**config.mk**
```make
export PLATFORM = sky130hd
export DESIGN_NAME = hex_display_driver_flat
export DESIGN_NICKNAME = d
export VERILOG_FILES = /design/src/rtl/hex_display_driver_pkg.sv /design/src/rtl/hex_display_driver_if.sv /design/src/rtl/hex_display_driver_hex_to_7seg.sv /design/src/rtl/hex_display_driver.sv /design/src/flat_wrapper.sv
export SDC_FILE = /design/constraint.sdc
export NUM_CORES = 1
export LEC_CHECK = 0
export CORE_ASPECT_RATIO = 0.7
export CORE_MARGIN = 2
export CORE_UTILIZATION = 35
export CTS_BUF_LIST = sky130_fd_sc_hd__clkbuf_4 sky130_fd_sc_hd__clkbuf_8 sky130_fd_sc_hd__clkbuf_16
export CTS_CLUSTER_DIAMETER = 200
export DETAILED_ROUTE_END_ITERATION = 16
export PLACE_DENSITY = 0.55
export SYNTH_ARGS = -nofsm -noshare
export SYNTH_HDL_FRONTEND = slang
export SYNTH_SLANG_ARGS = --single-unit
```
**constraint.sdc**
```tcl
create_clock -name CLK -period 2.4 [get_ports CLK]
set_input_delay 0.24 -clock CLK [delete_from_list [all_inputs] [get_ports CLK]]
set_output_delay 0.24 -clock CLK [all_outputs]
set_load 0.005 [all_outputs]
```
**src/rtl/hex_display_driver_pkg.sv**
```systemverilog
// Shared display types: segment codes, the hex glyph table and flag/word layouts.
package display_types_pkg;

    typedef logic [6:0] seg_t;

    localparam seg_t SEG_BLANK = '1;

    // Active-low {g,f,e,d,c,b,a} glyphs for 0..F
    localparam seg_t SEG_LUT [16] = '{
        7'h40, 7'h79, 7'h24, 7'h30, 7'h19, 7'h12, 7'h02, 7'h78,
        7'h00, 7'h10, 7'h08, 7'h03, 7'h46, 7'h21, 7'h06, 7'h0E
    };

    typedef struct packed {
        logic overflow;
        logic negative;
        logic zero;
    } flags_t;

    typedef struct packed {
        logic [31:0] value;
        flags_t      flags;
    } disp_word_t;

endpackage

```
**src/rtl/hex_display_driver_if.sv**
```systemverilog
// Valid/ready input bus carrying an ALU result word and its ZNV flags.
interface hex_display_driver_if;

    logic        in_valid;
    logic        in_ready;
    logic [31:0] in_value;
    logic [2:0]  in_flags;

    modport master (output in_valid, output in_value, output in_flags, input in_ready);
    modport slave  (input in_valid, input in_value, input in_flags, output in_ready);

endinterface

```
**src/rtl/hex_display_driver_hex_to_7seg.sv**
```systemverilog
// Combinational hex nibble to active-low 7-segment glyph.
module hex_to_7seg
    import display_types_pkg::*;
(
    input  logic [3:0] nibble_i,
    output seg_t       seg_o
);

    assign seg_o = SEG_LUT[nibble_i];

endmodule

```
**src/rtl/hex_display_driver.sv**
```systemverilog
// Multiplexed 7-segment driver: shadows an incoming word, commits it only at a
// frame boundary so the display never tears, and scans NDIGITS digits.
module hex_display_driver
    import display_types_pkg::*;
#(
    parameter int unsigned NDIGITS     = 8,
    parameter int unsigned REFRESH_DIV = 50000
) (
    input  logic                 CLK,
    input  logic                 RST,
    hex_display_driver_if.slave  in_bus,
    input  logic                 blank_lz,
    output logic [6:0]           seg_n,
    output logic [NDIGITS-1:0]   an_n,
    output logic [2:0]           led_flags,
    output logic                 frame_tick
);

    localparam int unsigned CW = (REFRESH_DIV > 1) ? $clog2(REFRESH_DIV) : 1;
    localparam int unsigned DW = (NDIGITS > 1) ? $clog2(NDIGITS) : 1;

    logic [CW-1:0]      refresh_cnt_q, refresh_cnt_d;
    logic [DW-1:0]      digit_idx_q,   digit_idx_d;
    disp_word_t         shadow_q,      shadow_d;
    disp_word_t         disp_q,        disp_d;
    logic               pending_q,     pending_d;
    seg_t               seg_q,         seg_d;
    logic [NDIGITS-1:0] an_q,          an_d;
    flags_t             led_q;
    logic               tick_q;

    logic               refresh_wrap;
    logic               frame_bound;
    logic               accept;
    logic [31:0]        upper_nibbles;
    seg_t               glyph;

    assign refresh_wrap = (refresh_cnt_q == CW'(REFRESH_DIV - 1));
    assign frame_bound  = refresh_wrap && (digit_idx_q == DW'(NDIGITS - 1));
    assign accept       = in_bus.in_valid && !pending_q;
    assign in_bus.in_ready = ~pending_q;

    // Nibbles at and above the current digit; its low nibble is the digit shown
    assign upper_nibbles = disp_q.value >> (4 * digit_idx_q);

    hex_to_7seg u_hex_to_7seg (
        .nibble_i (upper_nibbles[3:0]),
        .seg_o    (glyph)
    );

    // Refresh counter and digit scan position
    always_comb begin
        refresh_cnt_d = refresh_cnt_q + CW'(1);
        digit_idx_d   = digit_idx_q;
        if (refresh_wrap) begin
            refresh_cnt_d = '0;
            digit_idx_d   = (digit_idx_q == DW'(NDIGITS - 1)) ? '0 : digit_idx_q + DW'(1);
        end
    end

    // Shadow capture and frame-boundary commit; accept needs pending=0 and
    // commit needs pending=1, so a same-cycle accept waits for the next boundary
    always_comb begin
        shadow_d  = shadow_q;
        disp_d    = disp_q;
        pending_d = pending_q;
        if (accept) begin
            shadow_d  = '{value: in_bus.in_value, flags: flags_t'(in_bus.in_flags)};
            pending_d = 1'b1;
        end else if (frame_bound && pending_q) begin
            disp_d    = shadow_q;
            pending_d = 1'b0;
        end
    end

    // Scan outputs for the current digit, with optional leading-zero blanking
    always_comb begin
        an_d  = ~(NDIGITS'(1) << digit_idx_q);
        seg_d = glyph;
        if (blank_lz && (digit_idx_q != '0) && (upper_nibbles == '0)) begin
            seg_d = SEG_BLANK;
        end
    end

    // State and output registers, synchronous reset dominant
    always_ff @(posedge CLK) begin
        if (RST) begin
            refresh_cnt_q <= '0;
            digit_idx_q   <= '0;
            shadow_q      <= '0;
            disp_q        <= '0;
            pending_q     <= 1'b0;
            seg_q         <= SEG_BLANK;
            an_q          <= '1;
            led_q         <= '0;
            tick_q        <= 1'b0;
        end else begin
            refresh_cnt_q <= refresh_cnt_d;
            digit_idx_q   <= digit_idx_d;
            shadow_q      <= shadow_d;
            disp_q        <= disp_d;
            pending_q     <= pending_d;
            seg_q         <= seg_d;
            an_q          <= an_d;
            led_q         <= disp_q.flags;
            tick_q        <= frame_bound;
        end
    end

    assign seg_n      = seg_q;
    assign an_n       = an_q;
    assign led_flags  = led_q;
    assign frame_tick = tick_q;

endmodule

```
**src/flat_wrapper.sv**
```systemverilog
// flat-port wrapper written by rule: the top's interface ports become plain ports
module hex_display_driver_flat import display_types_pkg::*;
#(
    parameter int unsigned NDIGITS     = 8,
    parameter int unsigned REFRESH_DIV = 50000
)
  (CLK, RST, blank_lz, seg_n, an_n, led_flags, frame_tick, in_bus_in_valid, in_bus_in_value, in_bus_in_flags, in_bus_in_ready);
  hex_display_driver_if in_bus_i ();
  input  logic CLK;
  input  logic RST;
  input  logic blank_lz;
  output logic [6:0] seg_n;
  output logic [NDIGITS-1:0] an_n;
  output logic [2:0] led_flags;
  output logic frame_tick;
  input wire logic [$bits(in_bus_i.in_valid)-1:0] in_bus_in_valid;
  input wire logic [$bits(in_bus_i.in_value)-1:0] in_bus_in_value;
  input wire logic [$bits(in_bus_i.in_flags)-1:0] in_bus_in_flags;
  output wire logic [$bits(in_bus_i.in_ready)-1:0] in_bus_in_ready;
  assign in_bus_i.in_valid = in_bus_in_valid;
  assign in_bus_i.in_value = in_bus_in_value;
  assign in_bus_i.in_flags = in_bus_in_flags;
  assign in_bus_in_ready = in_bus_i.in_ready;
  hex_display_driver #(.NDIGITS(NDIGITS), .REFRESH_DIV(REFRESH_DIV)) u_core (.CLK(CLK), .RST(RST), .in_bus(in_bus_i), .blank_lz(blank_lz), .seg_n(seg_n), .an_n(an_n), .led_flags(led_flags), .frame_tick(frame_tick));
endmodule
```
### Word level (Yosys, flattened, before mapping)

Memories as Yosys holds them, arrays and structs flattened. A register that Yosys moved wholly into a read port is not among the register bits.
Index checks and enable logic that the tools add are counted.

* equal/unequal tests: 2
* $add $sub $neg: 2
* reductions and logical operators: 12
* bitwise gates (word level): 4
* multiplexer cells: 3
* shifts and indexed selects: 2

Operator list (number)
* logical NOT 32 bit: 1
* right shift 32 x 5 -> 32 bit: 1
* adder 16 x 1 -> 16 bit (second input constant): 1
* == test 16 bit (second input constant): 1
* NOT 8 bit: 1
* left shift 1 x 3 -> 8 bit (first input constant): 1
* logical AND 1 bit: 5
* NOT 4 -> 5 bit: 1
* OR reduction 2 bit: 2
* adder 3 x 1 -> 3 bit (second input constant): 1
* == test 3 bit (second input constant): 1
* 2-to-1 mux 3 bit: 1
* nonzero test 3 bit: 1
* 2-to-1 mux 1 bit: 2
* NOT 1 bit: 2
* AND reduction 2 bit: 1
* nonzero test 2 bit: 1
* logical NOT 1 bit: 1

* memories kept: 1
* word-level logic and storage cells: 42
* register bits: 102
* input bits: 39
* bits in read-only memories: 112

Memory list
* (no name shown): words 16, width 7, rd ports 1, clocked after Yosys merged registers in 1, write ports 0, RTL line hex_display_driver_hex_to_7seg.sv:9 `assign seg_o = SEG_LUT[nibble_i];`

### Logic depth before layout (Yosys ltp)

* depth in word-level cells: 5
* depth in mapped cells: 10
* mapped depth without buffers: 8

### Cells and area by module

Synthesis repeated with hierarchy kept, for this count alone.

* cells, all modules: 584
* area, all modules: 4770.8 µm²

By module, submodules not included
* hex_display_driver: cells an instance 549, area an instance 4523.1 µm², instances 1
* hex_to_7seg: cells an instance 35, area an instance 247.7 µm², instances 1

### Worst setup path before layout

Ideal clock, no wire load.

* kind: register to register
* start: register u_core.digit_idx_q[1]
* end: register u_core.seg_q[3], in the netlist u_core.seg_n[3]
* arrival: 2.455 ns
* cell stages (with the launch flop): 10
* data required time: 2.320 ns
* path buffers: 2
* path slack: -0.135 ns
* cells stage by stage: dfxtp_1 clkbuf_1 buf_1 mux4_2 mux2i_1 ha_1 o2111ai_1 nor4b_4 o22ai_2 o211ai_1

* word-level cells in the longest chain between the ends: 4
* elaborated cells between the ends (all ways): 7
* classes of those cells: 1 x shift; 1 x bitwise; 5 x reduce/logical

RTL lines
* start: declaration: RTL line hex_display_driver.sv:23 `logic [DW-1:0] digit_idx_q, digit_idx_d;`
* start signal: assignment: RTL line hex_display_driver.sv:99 `digit_idx_q <= digit_idx_d;`
* right shift 32 x 5 -> 32 bit or nonzero test 3 bit (tied branches): RTL line hex_display_driver.sv:44, hex_display_driver.sv:80
* logical NOT 32 bit or logical AND 1 bit (tied branches): RTL line hex_display_driver.sv:80 `if (blank_lz && (digit_idx_q != '0) && (upper_nibbles == '0)) begin`
* logical AND 1 bit: RTL line hex_display_driver.sv:80
* OR reduction 2 bit (no line)
* end: declaration: RTL line hex_display_driver.sv:27 `seg_t seg_q, seg_d;`

Parallel ways exist; a longest one is shown, timed or not.
A chain may end at the register's enable or synchronous reset.

### Worst setup path in the final report

* start: register u_core.digit_idx_q[0]
* end: register u_core.seg_q[3], in the netlist u_core.seg_n[3]

The elaborated chain is that of the path after synthesis.

==> flow_summary.toml <==
[worst_setup_path]
critPathCapture = "u_core.seg_n[3]"
crit_arrival_ns = 2.53
crit_path_end_kind = "register"
slowest_stage = "mux4_2"
slowest_delay_ns = 0.55
r2r_slack_ns = 0.14
start_kind = "register"
startpoint = "u_core.digit_idx_q[0]"
critPathMaxFanout = 8
worstSetupPathType = "reg2reg"
worst_ep_required_time_ns = 2.67
worstRegToRegCells = 7
timing.rr.start = "u_core.digit_idx_q[0]"
reg2reg_to = "u_core.seg_n[3]"
crit_chain = "mux4_2, mux2i_2, ha_1, o2111ai_1, nor4b_4, o22ai_4, o211ai_1"

[yosys]
synthArstFlopShare_pct = 0
ys_warn_count = 0
synth.distinct_cells = 47
ys_ff_latch = 109
synth_top_cell_by_area = "dfxtp_1"
synth_area_per_cell_um2 = 8.60
synth.top_cells.by_count = "dfxtp_1 (109), nand2_1 (108), a21oi_1 (73), nor2_1 (54), nand2b_1 (25)"
syn_nets = 586
netlist_area_um2 = 4600
yosysTopAreaCellShare_pct = 47.4
synthFlopType = "dfxtp_1"
yosysSeqAreaShare_pct = 47.4
synthCells = 535
synth_edf_count = 0
yosys-top-cells-area = "dfxtp_1 (47%), nand2_1 (8.8%), a21oi_1 (7.9%)"
synthMostInstantiatedCell = "dfxtp_1"

[final_layout]
syn2layout_area_growth_pct = 26.8
fill_cells = 1236
n_antenna_cell = 0
drive_gt1_share_pct = 11.5
finish.utilization_pct = 44.9
nNetsFinal = 655

[power]
power_leakage_nw = 2.26
power.density_nw_per_um2 = 608
max-vdd-ir-drop_mv = 0.331

[sta]
skew_ns = 0.00656
setup_viol = 0
timing.final.crit_share_pct = 94.3
maxSlewHeadroom_pct = 60.5
fmax_mhz = 442
worst_pin_slew_ns = 0.593
finalMaxSlewViolations = 0
setup_ws_ns = 0.137
hold_viol = 0
post-route-min-period_ns = 2.26
rsz0062_at_grt = "no"

[placement]
post-place-ws_ns = -0.0971
place_hpwl_mm = 7.83
io_buffers = 58
gp_congestion = 0.869

[die]
ioPinCount = 59
core_area_um2 = 13000
die_area_um2 = 14100
initial_core_util_pct = 35.4
fp.dieH_um = 99.9
die_w_um = 141
rows = 35

[grt]
grt_max_degree = 44
grt-busiest-layer = "met2"
grt_pass1_wl_mm = 17.9
antenna_found_initial = 0
use_met3_pct = 3.77
met1_usage_pct = 23.1
grt_pass1_vias = 3618
met2_usage_pct = 24.0
grt.overflow.total = 0
track_usage_pct = 15.9

[drt]
routed_wl_mm = 10.8
first_pass_iters = 5
antenna_left = 0
drc_errors = 0
vias_per_cell = 4.84
num_vias = 3743
wire_per_inst_um = 13.9
initialDrtViolationCount = 192

[cts]
htree_levels = 3
numCtsBuffers = 9
cts_tree = "built"
hold_buffers = 0
cts_buffer_depth = 2
cts.sinks = 109
clk_pin_slew_ns = 0.07
clk_latency_ns = 0.35
cts-root-buf = "clkbuf_16"

[outcome]
outcome = "finished, final reports clean"

[worst_hold_path]
hold_path.class = "in2reg"
hold_depth = 2

[run]
drv_cap = 0
-- logic make-up after synthesis --
kind of cell | Yosys count | synth area share [%]
AOI/OAI and AO/OA | 100 | 12.3
xor gates and xnor gates | 15 | 2.85
adders and majority gates | 12 | 3.26
buffers and inverters | 43 | 3.94
DFF | 109 | 47.4
muxes | 19 | 6.72
and+or+nand+nor | 237 | 23.5
-- what timing repair did --
item / CTS / global route
buffers inserted: 0 / 0
gates cloned: 0 / 0
gates resized for setup: 1 / 4
endpoints found under the setup margin: 7 / 7
-- metrics by stage --
stage / power (mW) / instance area, µm² / hold WS [ns] / TNS, ns / std cells
2_1_floorplan: 2.01 / 4620 / 0.376 / 0 / 535
3_3_place_gp: 2.12 / 5530 / 0.443 / 0 / 759
3_5_place_dp: 2.12 / 5530 / 0.447 / -0.360 / 759
4_1_cts: 3.60 / 5820 / 0.290 / 0 / 774
5_1_grt: 3.69 / 5840 / 0.326 / 0 / 774
6_report: 3.55 / 5840 / 0.316 / 0 / 774
-- layout by cell type, fill, tap and decap left out, types with 3 or more instances in the layout --
cell | synthesis | routed
a21oi_1 | 73 | 73
a22oi_1 | 3 | 3
and3_1 | 3 | 3
buf_4 | 2 | 30
clkbuf_16 | 0 | 9
clkdlybuf4s50_1 | 0 | 57
dfxtp_1 | 109 | 108
ha_1 | 12 | 12
inv_1 | 10 | 10
mux2i_1 | 8 | 6
mux4_2 | 8 | 8
nand2_1 | 108 | 108
nand2b_1 | 25 | 25
nand3_1 | 7 | 7
nand4_1 | 4 | 4
nor2_1 | 54 | 54
nor2b_1 | 5 | 4
nor3_1 | 13 | 13
nor3b_1 | 3 | 3
nor4_1 | 7 | 7
o21ai_1 | 5 | 5
o22a_1 | 4 | 4
or2_2 | 3 | 3
xnor2_1 | 8 | 8
xor2_1 | 7 | 7
-- routing by layer --
metal  share of wire, %  up-vias
met2                 42       57
li1                   -     1943
met3                3.6        9
met5                  0        -
met1                 54     1734
met4               0.78        0
-- area by class of cell --
cell class                 count  area (µm²)  area share [%]
clock inverter                 6        63.8            1.09
multi-input combinational    383        2270            38.9
tap                          166         208            3.56
clock buffer                   9         225            3.86
inverter                      11        41.3           0.708
timing repair buffer          90         841            14.4
sequential                   109        2190            37.5
-- worst max-delay path: cells and delay by family (launching register included) --
kind | cells | cell delay (ns)
simple gates | 1 | 0.30
flops | 1 | 0.42
mux | 2 | 0.75
compound gates | 3 | 0.51
fa+ha+maj | 1 | 0.19
-- power breakdown --
part	switching (mW)	internal, mW	total [mW]
combinational	0.0936	0.111	0.205
clock	0.664	0.803	1.47
sequential	0.0242	1.85	1.88
-- state kept, by name, indices dropped and copies added, names as in the netlist --
register,cells
u_core.pending_q,1
u_core.shadow_q,35
u_core.an_n,8
u_core.digit_idx_q,3
u_core.led_flags,3
u_core.disp_q,35
u_core.frame_tick,1
u_core.seg_n,7
u_core.refresh_cnt_q,16
-- worst min path at each step --
| stage | startpoint | endpoint | slack, ns |
|---|---|---|---|
| 2_1_floorplan | in_bus_in_flags[0] | u_core.shadow_q[0] | 0.38 |
| 3_3_place_gp | u_core.refresh_cnt_q[0] | u_core.refresh_cnt_q[0] | 0.44 |
| 3_5_place_dp | u_core.shadow_q[30] | u_core.disp_q[30] | 0.45 |
| 4_1_cts | RST | u_core.shadow_q[7] | 0.29 |
| 5_1_grt | RST | u_core.shadow_q[9] | 0.33 |
| 6_report | RST | u_core.shadow_q[7] | 0.32 |
Note: power is estimated with default switching activity, not from simulation.
